==> src/rtl/imem_pkg.sv <==
// Shared constants and loader state type for the instruction memory.
package imem_pkg;

  localparam int unsigned IMEM_DEPTH  = 512;
  localparam int unsigned IMEM_ADDR_W = 9;
  localparam int unsigned IMEM_HALF_W = 16;
  localparam int unsigned IMEM_WORD_W = 2 * IMEM_HALF_W;
  localparam int unsigned IMEM_BYTES  = IMEM_WORD_W / 8;
  localparam int unsigned IMEM_IDX_W  = $clog2(IMEM_BYTES);

  typedef enum logic [1:0] {
    IDLE,
    COLLECT,
    WRITE,
    DONE
  } loader_state_e;

endpackage

==> src/rtl/imem_word_packer.sv <==
// Packs a little-endian byte stream into 32-bit words.
module imem_word_packer
  import imem_pkg::*;
(
  input  logic                   clk,
  input  logic                   rst,
  input  logic                   clear,
  input  logic                   accept,
  input  logic [7:0]             byte_data,
  output logic [IMEM_WORD_W-1:0] word_c,
  output logic                   word_full_c
);

  localparam int unsigned LOW_W = IMEM_WORD_W - 8;

  logic [IMEM_IDX_W-1:0] byte_idx;
  logic [LOW_W-1:0]      low_bytes;

  // The 4th byte is presented combinationally so the word is complete on its accept edge.
  assign word_c      = {byte_data, low_bytes};
  assign word_full_c = accept && (byte_idx == IMEM_IDX_W'(IMEM_BYTES - 1));

  // Byte index counter and shift register holding the first three bytes of a word.
  always_ff @(posedge clk or posedge rst) begin
    if (rst) begin
      byte_idx  <= '0;
      low_bytes <= '0;
    end else if (clear) begin
      byte_idx  <= '0;
    end else if (accept) begin
      byte_idx  <= byte_idx + IMEM_IDX_W'(1);
      low_bytes <= {byte_data, low_bytes[LOW_W-1:8]};
    end
  end

endmodule

==> src/rtl/imem_loader.sv <==
// Loads a program image byte stream into the 512x32 instruction store.
module imem_loader
  import imem_pkg::*;
#(
  parameter int unsigned DEPTH  = IMEM_DEPTH,
  parameter int unsigned ADDR_W = IMEM_ADDR_W
) (
  input  logic                   clk,
  input  logic                   rst,
  input  logic                   start,
  input  logic [ADDR_W:0]        word_count,
  input  logic                   byte_valid,
  input  logic [7:0]             byte_data,
  output logic                   byte_ready,
  output logic                   mem_cen,
  output logic                   mem_wen,
  output logic [ADDR_W-1:0]      mem_addr,
  output logic [IMEM_HALF_W-1:0] mem_d_low,
  output logic [IMEM_HALF_W-1:0] mem_d_high,
  output logic                   busy,
  output logic                   done,
  output logic                   error,
  output logic [IMEM_WORD_W-1:0] checksum
);

  localparam int unsigned CNT_W = ADDR_W + 1;

  if (ADDR_W != $clog2(DEPTH)) begin : g_bad_addr_w
    $error("imem_loader: ADDR_W must equal clog2(DEPTH)");
  end

  loader_state_e          state;
  logic [CNT_W-1:0]       count;
  logic [ADDR_W-1:0]      word_idx;
  logic [IMEM_WORD_W-1:0] word_c;
  logic                   word_full_c;
  logic                   accept_c;
  logic                   count_ok_c;
  logic                   last_word_c;

  assign accept_c    = byte_valid && byte_ready;
  assign count_ok_c  = (word_count != '0) && (word_count <= CNT_W'(DEPTH));
  assign last_word_c = (CNT_W'(word_idx) == (count - CNT_W'(1)));

  imem_word_packer u_packer (
    .clk         (clk),
    .rst         (rst),
    .clear       (state == IDLE),
    .accept      (accept_c),
    .byte_data   (byte_data),
    .word_c      (word_c),
    .word_full_c (word_full_c)
  );

  // Loader FSM with address counter, checksum and registered memory strobes.
  always_ff @(posedge clk or posedge rst) begin
    if (rst) begin
      state      <= IDLE;
      count      <= '0;
      word_idx   <= '0;
      byte_ready <= 1'b0;
      mem_cen    <= 1'b1;
      mem_wen    <= 1'b1;
      mem_addr   <= '0;
      mem_d_low  <= '0;
      mem_d_high <= '0;
      busy       <= 1'b0;
      done       <= 1'b0;
      error      <= 1'b0;
      checksum   <= '0;
    end else begin
      case (state)
        IDLE: begin
          if (start) begin
            done <= 1'b0;
            if (count_ok_c) begin
              count      <= word_count;
              error      <= 1'b0;
              checksum   <= '0;
              word_idx   <= '0;
              busy       <= 1'b1;
              byte_ready <= 1'b1;
              state      <= COLLECT;
            end else begin
              error <= 1'b1;
            end
          end
        end
        COLLECT: begin
          if (word_full_c) begin
            byte_ready <= 1'b0;
            mem_cen    <= 1'b0;
            mem_wen    <= 1'b0;
            mem_addr   <= word_idx;
            mem_d_low  <= word_c[IMEM_HALF_W-1:0];
            mem_d_high <= word_c[IMEM_WORD_W-1:IMEM_HALF_W];
            state      <= WRITE;
          end
        end
        WRITE: begin
          mem_cen  <= 1'b1;
          mem_wen  <= 1'b1;
          checksum <= checksum + {mem_d_high, mem_d_low};
          if (last_word_c) begin
            state <= DONE;
          end else begin
            word_idx   <= word_idx + ADDR_W'(1);
            byte_ready <= 1'b1;
            state      <= COLLECT;
          end
        end
        DONE: begin
          done  <= 1'b1;
          busy  <= 1'b0;
          state <= IDLE;
        end
        default: state <= IDLE;
      endcase
    end
  end

endmodule

==> config.mk <==
export PLATFORM = sky130hd
export DESIGN_NAME = imem_loader
export DESIGN_NICKNAME = d
export VERILOG_FILES = /design/src/rtl/imem_pkg.sv /design/src/rtl/imem_word_packer.sv /design/src/rtl/imem_loader.sv
export SDC_FILE = /design/constraint.sdc
export NUM_CORES = 1
export LEC_CHECK = 0
export CAP_MARGIN = 20
export CORE_AREA = 2 2 121 135
export CTS_BUF_LIST = sky130_fd_sc_hd__clkbuf_4 sky130_fd_sc_hd__clkbuf_8
export DETAILED_ROUTE_END_ITERATION = 10
export DIE_AREA = 0 0 123 137
export PLACE_DENSITY = 0.77
export SLEW_MARGIN = 20
export SYNTH_ARGS = -nofsm -noshare
export SYNTH_HDL_FRONTEND = slang
export SYNTH_HIERARCHICAL = 1
export SYNTH_SLANG_ARGS = --single-unit
==> constraint.sdc <==
create_clock -name clk -period 3.2 [get_ports clk]
set_clock_uncertainty 0.2 [all_clocks]
set_input_delay 0.64 -clock clk [delete_from_list [all_inputs] [get_ports clk]]
set_output_delay 0.64 -clock clk [all_outputs]
set_load 0.02 [all_outputs]
==> results.py, run 1 <==
metrics = {
    "critical_path": {
        "arrival_ns": 3.20,
        "r2r_slack_ns": 0.14,
        "critPathSlowestCell": "dfrtp_1",
        "cp.required_ns": 3.34,
        "worstReg2RegEnd": "checksum[31]$_DFFE_PP0P_",
        "crit_family": "compound AO/OA/AOI/OAI gates",
        "worst-path-stages": 10,
        "crit_type": "reg -> reg",
        "crit_path_frequent_cell": "o21ai_0",
        "r2r_start": "mem_d_low[6]$_DFFE_PP0P_",
        "crit_buf_inv": 0,
        "r2r_cells": 10,
        "crit_path_end_kind": "flop",
        "crit_chain": "ha_1 > o21a_1 > o21ai_0 > or3_1 > o211ai_1 > a31oi_2 > a21o_1 > a2111oi_1 > o21ai_0 > o31ai_1",
        "crit_fanout": 4,
        "max_stage_delay_ns": 0.40,
        "worstSetupStartpointType": "flop",
    },
    "place": {
        "place_area_sq_um": 8140,
        "place_ws_ns": -0.00904,
        "placed_cells_incl_taps": 924,
        "io_buffers": 100,
        "gp_congestion": 0.891,
        "dp_hpwl_mm": 11.8,
    },
    "power_and_ir_drop": {
        "p_leak_nw": 3.87,
        "p_comb_share_pct": 47.2,
        "p_sw_mw": 2.99,
        "pwr-share-clk_pct": 16.6,
        "p_per_area_nw_per_um2": 888,
        "p_sw_share_pct": 39.5,
        "p_total_mw": 7.57,
        "intPower_mw": 4.58,
        "p_seq_share_pct": 36.2,
        "irDropWorstVdd_mv": 0.347,
    },
    "sta": {
        "hold_viol_final": 0,
        "relSlewSlack_pct": 64.4,
        "setup_viol": 0,
        "period_minus_slack_ns": 3.06,
        "tns_ns": 0,
        "final-max-slew-violation-count": 0,
        "final.period_utilization_pct": 95.7,
        "hold_ws_ns": 0.268,
        "clock.fmax_mhz": 327,
        "worstMarginPinSlew_ns": 0.533,
        "timing.final.ws_setup_ns": 0.138,
    },
    "synth": {
        "ys_seq_area_share_pct": 45.7,
        "synthTopCellsByArea": "dfrtp_1 (45%), mux2_2 (7.9%), ha_1 (6.2%)",
        "syn_nets": 687,
        "post-synth-top-area-cell": "dfrtp_1",
        "syn_inst": 630,
        "synth_top_area_share_pct": 45.4,
        "synth.distinct_cells": 61,
        "yosys_warnings": 6,
        "synth_edf_count": 0,
        "async_flop_share_pct": 100,
        "synthFlopType": "dfrtp_1",
        "syn_avg_cell_area_sq_um": 10.9,
        "syn-cell-area_sq_um": 6840,
        "synth_seq_cells": 125,
    },
    "detailed_routing": {
        "drt-total-wl_mm": 16.0,
        "antenna_left": 0,
        "first_iter_violations": 334,
        "first_pass_iters": 4,
        "via_per_inst": 5.43,
        "drc": 0,
        "vias": 5196,
        "wire_per_inst_um": 16.7,
    },
    "grt": {
        "grt_remaining_overflow": 0,
        "grt_max_degree": 46,
        "gr-usage-all-layers_pct": 20.0,
        "grt_pass1_wl_mm": 26.1,
        "antenna_found_initial": 0,
        "grt_pass1_vias": 5242,
    },
    "worst_hold_path": {
        "hp-class": "reg -> reg",
        "hold_path_end": "mem_wen$_DFFE_PP1P_",
        "min_path_cells": 2,
        "hold_start": "mem_wen$_DFFE_PP1P_",
    },
    "cells_and_area": {
        "fillCellCount": 1341,
        "antenna_cells": 0,
        "finish.instance_area_sq_um": 8530,
        "fin_util_pct": 55.1,
        "layout.nets": 802,
        "syn_to_final_growth_pct": 24.7,
        "instances_no_fill": 957,
        "drive_gt1_share_pct": 19.4,
    },
    "die": {
        "pin_count": 101,
        "die_x_um": 123,
        "die_y_um": 137,
        "start_util_pct": 44.1,
        "fp.coreArea_sq_um": 15500,
        "die-area_sq_um": 16900,
        "rows": 48,
    },
    "cts": {
        "clk_pin_slew_ns": 0.08,
        "cts_buffers": 17,
        "postCtsHoldBufs": 0,
        "htree_levels": 4,
        "clk_root_buffer_cell": "clkbuf_8",
        "cts_buffer_depth": 2,
        "clkLatencyLatePin_ns": 0.45,
        "cts_sinks": 125,
        "cts_tree": "done",
    },
    "run": {
        "cap_viol_max_count": 0,
    },
    "status": {
        "status": "finished clean",
    },
}
==> cell usage in the layout (no fill, tap or decap), types with 6 or more instances in the layout <==
master	count
o21ai_0	43
nand2_1	51
buf_4	24
nor2_1	31
xnor2_1	25
mux2_4	20
a21o_1	19
dfrtp_1	124
clkbuf_8	17
nand4_1	9
mux2_2	48
a21oi_1	28
ha_1	34
inv_1	21
clkinv_2	6
nor3_1	11
o21bai_1	7
clkdlybuf4s50_1	100
xor2_1	16
nand3_1	14
==> worst register-to-register path: cells and delay by family, from the launching register on <==
family / cells / cell delay, ns
compound gates: 8 / 1.58
fa+ha+maj: 1 / 0.38
flops: 1 / 0.40
simple gates: 1 / 0.39
==> power by group through the flow <==
stage	combinational (mW)	clock, mW	sequential, mW
6_report	3.57	1.26	2.74
5_1_grt	3.89	1.35	2.82
4_1_cts	3.56	1.28	2.75
3_5_place_dp	3.54	0	2.77
3_3_place_gp	3.46	0	2.75
2_1_floorplan	2.09	0	2.94
==> layout make-up <==
cell class	instances	area, sq um	share of cell area, %
well taps	200	250	2.93
clock inverters	12	98.8	1.16
inverters	22	86.3	1.01
clock buffers	19	249	2.92
flip-flops and latches	125	3130	36.7
multi-input cells	452	3480	40.8
repair buffers	127	1240	14.5
==> cell usage after synthesis (6+ instances only) <==
library cell / count
nor3_1: 11
ha_1: 34
nand2_1: 51
a31oi_1: 6
xor2_1: 16
nor2_1: 31
a21oi_1: 29
mux2_2: 48
clkbuf_1: 19
o21bai_1: 7
a211oi_1: 7
nand4_1: 9
mux2_4: 20
a21o_1: 19
inv_1: 22
dfrtp_1: 124
xnor2_1: 25
o21ai_0: 43
nand3_1: 14
buf_4: 9
==> worst max-delay path by stage <==
stage | from | to | slack [ns]
2_1_floorplan | mem_d_low[0]$_DFFE_PP0P_ | checksum[30]$_DFFE_PP0P_ | 0.06
3_3_place_gp | mem_d_low[0]$_DFFE_PP0P_ | checksum[30]$_DFFE_PP0P_ | 0.06
3_5_place_dp | mem_d_low[0]$_DFFE_PP0P_ | checksum[30]$_DFFE_PP0P_ | -0.009
4_1_cts | mem_d_low[0]$_DFFE_PP0P_ | checksum[31]$_DFFE_PP0P_ | 0.03
5_1_grt | mem_d_low[6]$_DFFE_PP0P_ | checksum[31]$_DFFE_PP0P_ | -0.04
6_report | mem_d_low[6]$_DFFE_PP0P_ | checksum[31]$_DFFE_PP0P_ | 0.14
==> metal layers <==
metal  wire length [um]  track usage [%]
met1               6770             24.5
met2               8120             34.6
met3                759             4.04
met4                332             7.95
met5                  0                0
==> cells by family after synthesis <==
| group | count (synthesis) | share of synthesized area [%] |
|---|---|---|
| AND/OR/NAND/NOR | 154 | 11.4 |
| AO/OA/AOI/OAI | 152 | 14.5 |
| flip-flops | 125 | 45.7 |
| multiplexers | 70 | 12.6 |
| buffers and inverters | 53 | 3.99 |
| XOR/XNOR | 41 | 5.25 |
| adder cells (fa/ha/maj) | 35 | 6.51 |
==> flip-flops by register name, indices dropped and copies added, names as in the netlist <==
name and count:
state 2, word_idx 9, mem_d_high 16, error 1, byte_ready 1, count 10
busy 1, u_packer/byte_idx 2, mem_addr 9, done 1, u_packer/low_bytes 24, checksum 32
mem_d_low 16, mem_wen 1
==> what timing repair did <==
item / CTS / global route
pin swaps: 0 / 5
gates resized for setup: 1 / 6
buffers inserted: 0 / 2
setup endpoints to repair: 1 / 5
Power figures use the tool's default switching activity.
==> inputs of run 2 (changes only) <==
--- a/config.mk
+++ b/config.mk
@@ -6,11 +6,12 @@
 export NUM_CORES = 1
 export LEC_CHECK = 0
 export CAP_MARGIN = 20
-export CORE_AREA = 2 2 121 135
+export CORE_AREA = 2 2 128 143
 export CTS_BUF_LIST = sky130_fd_sc_hd__clkbuf_4 sky130_fd_sc_hd__clkbuf_8
 export DETAILED_ROUTE_END_ITERATION = 10
-export DIE_AREA = 0 0 123 137
-export PLACE_DENSITY = 0.77
+export DIE_AREA = 0 0 130 145
+export DONT_BUFFER_PORTS = 1
+export PLACE_DENSITY = 0.63
 export SLEW_MARGIN = 20
 export SYNTH_ARGS = -nofsm -noshare
 export SYNTH_HDL_FRONTEND = slang
==> results.py, run 2 (synthesized netlist as in run 1, its figures left out) <==
metrics = {
    "status": {
        "status": "finished clean",
    },
    "critical_path": {
        "crit_type": "reg -> reg",
        "crit_path_frequent_cell": "a21o_1",
        "crit_path_end_kind": "flop",
        "arrival_ns": 3.25,
        "max_stage_delay_ns": 0.39,
        "critPathSlowestCell": "dfrtp_1",
        "cp.required_ns": 3.34,
        "crit_fanout": 4,
        "crit_chain": "ha_1 > fa_2 > a21o_1 > a21o_1 > a21oi_2 > o31a_1 > o21ai_2 > a41oi_2 > nor4_1 > or3_1 > a32o_1",
        "worstSetupStartpointType": "flop",
    },
    "power_and_ir_drop": {
        "irDropWorstVdd_mv": 0.337,
        "p_per_area_nw_per_um2": 934,
        "p_total_mw": 7.26,
        "p_leak_nw": 3.60,
    },
    "detailed_routing": {
        "wire_per_inst_um": 18.3,
        "antenna_left": 0,
        "first_iter_violations": 263,
        "wl_met3_mm": 1.22,
        "vias": 5019,
        "via_per_inst": 5.50,
        "drt-total-wl_mm": 16.7,
        "wl_met1_mm": 6.76,
        "routed.top_layer": "met4",
        "drc": 0,
        "wl_met2_mm": 8.26,
        "first_pass_iters": 5,
    },
    "grt": {
        "grt_remaining_overflow": 0,
        "grt_pass1_vias": 5143,
        "grt_max_degree": 65,
        "antenna_found_initial": 0,
        "grt_pass1_wl_mm": 27.0,
        "gr-usage-all-layers_pct": 18.4,
    },
    "cells_and_area": {
        "instances_no_fill": 912,
        "largest_register": "checksum",
        "final_cell_mix": "dfrtp_1 (121), nand2_1 (51), mux2_2 (48), o21ai_0 (43), buf_4 (39)",
        "largest_reg_flops": 32,
        "syn_to_final_growth_pct": 13.7,
        "reg.largest.list": "checksum x32, u_packer/low_bytes x24",
        "antenna_cells": 0,
        "drive_gt1_share_pct": 25.1,
        "layout_commonest_cell": "dfrtp_1",
        "finish.instance_area_sq_um": 7780,
        "layout.nets": 718,
    },
    "cts": {
        "cts_buffer_depth": 2,
        "clk_root_buffer_cell": "clkbuf_8",
        "clk_pin_slew_ns": 0.09,
        "cts_tree": "done",
        "cts_buffers": 17,
        "clkLatencyLatePin_ns": 0.45,
        "htree_levels": 4,
        "cts_sinks": 125,
    },
    "place": {
        "gp_congestion": 0.868,
        "io_buffers": 0,
        "placed_cells_incl_taps": 877,
        "place_area_sq_um": 7280,
        "dp_hpwl_mm": 12.1,
    },
    "sta": {
        "relSlewSlack_pct": 44.8,
        "final-max-slew-violation-count": 0,
        "worstMarginPinSlew_ns": 0.828,
        "final.period_utilization_pct": 97.1,
        "clock.fmax_mhz": 322,
        "period_minus_slack_ns": 3.11,
        "hold_ws_ns": 0.00393,
        "rsz0062_at_grt": "true",
        "hold_viol_final": 0,
        "setup_viol": 0,
    },
    "die": {
        "die_x_um": 130,
        "fp.coreArea_sq_um": 17400,
        "die_y_um": 145,
        "rows": 51,
        "pin_count": 101,
        "start_util_pct": 39.3,
        "die-area_sq_um": 18900,
    },
    "run": {
        "cap_viol_max_count": 0,
    },
    "worst_hold_path": {
        "hp-class": "in -> async",
    },
}
==> run 2: cell types whose count changed in the layout (fill, tap and decap cells not counted), sizes merged <==
| cell | before | now |
|---|---|---|
| clkdlybuf4s50 | 100 | 0 |
| buf | 27 | 42 |
| inv | 22 | 25 |
| clkinv | 6 | 4 |
| bufinv | 1 | 2 |
| clkbuf | 19 | 18 |
| dlygate4sd3 | 0 | 1 |
==> run 2: timing repair <==
action | 4_1_cts | 5_1_grt
endpoints found under the hold margin | 0 | 5
buffers inserted | 0 | 1
endpoints found under the setup margin | 2 | 10
pin swaps | 0 | 5
resized for setup | 3 | 11
hold buffers | 0 | 1
==> run 2: path summary, 6_finish.rpt <==
kind	endpoint	cells after the start	start	slack, ns
max in group asynchronous	checksum[31]$_DFFE_PP0P_	2	rst	2.00
min reg2reg	u_packer/low_bytes[0]$_DFFE_PP0P_	1	u_packer/low_bytes[0]$_DFFE_PP0P_	0.32
min in group clk	count[0]$_DFFE_PP0P_	2	word_count[0]	0.12
max	checksum[30]$_DFFE_PP0P_	11	mem_d_low[0]$_DFFE_PP0P_	0.09
max reg2reg	checksum[30]$_DFFE_PP0P_	11	mem_d_low[0]$_DFFE_PP0P_	0.09
min	state[0]$_DFFE_PP0P_	1	rst	0.004
==> run 2: where the power goes <==
group	internal [mW]	switching, mW	total, mW
combinational	1.37	1.47	2.83
clock	0.715	0.705	1.42
sequential	2.15	0.864	3.01
==> run 2: stage by stage <==
| step | utilization (%) | TNS (ns) | worst slack [ns] |
|---|---|---|---|
| after floorplan | - | 0 | 0.0600 |
| after global placement | 41.8 | 0 | 0.00891 |
| after detailed placement | 41.8 | -0.119 | -0.0688 |
| after CTS | 44.2 | 0 | 0.00588 |
| after global routing | 44.6 | -0.0495 | -0.0495 |
| final | 44.6 | 0 | 0.0926 |
==> run 2: per-layer routing <==
layer	global-route usage, %	vias up
met3	6.75	33
li1	-	2336
met2	29.9	166
met4	7.20	0
met1	22.1	2484
met5	0	-
==> run 2: critical path: cells and delay by family (launching register included) <==
kind	cells	cell delay, ns
flip-flops	1	0.39
AND/OR/NAND/NOR	2	0.40
AO/OA/AOI/OAI	7	1.41
adder cells (fa/ha/maj)	2	0.61
==> run 2: final cells by class <==
| type | instances | area, sq um |
|---|---|---|
| fill | 1622 | 9640 |
| multi-input combinational | 452 | 3490 |
| sequential | 125 | 3130 |
| tap | 238 | 298 |
| clock buffer | 18 | 241 |
| inverter | 22 | 86.3 |
| clock inverter | 14 | 159 |
| timing repair buffer | 43 | 370 |
==> inputs of run 3 (changes only) <==
--- a/config.mk
+++ b/config.mk
@@ -8,6 +8,7 @@
 export CAP_MARGIN = 20
 export CORE_AREA = 2 2 128 143
 export CTS_BUF_LIST = sky130_fd_sc_hd__clkbuf_4 sky130_fd_sc_hd__clkbuf_8
+export CTS_CLUSTER_SIZE = 12
 export DETAILED_ROUTE_END_ITERATION = 10
 export DIE_AREA = 0 0 130 145
 export DONT_BUFFER_PORTS = 1
==> results of run 3 <==
Same layout as run 2: the final DEF is identical, and so are final timing and power.
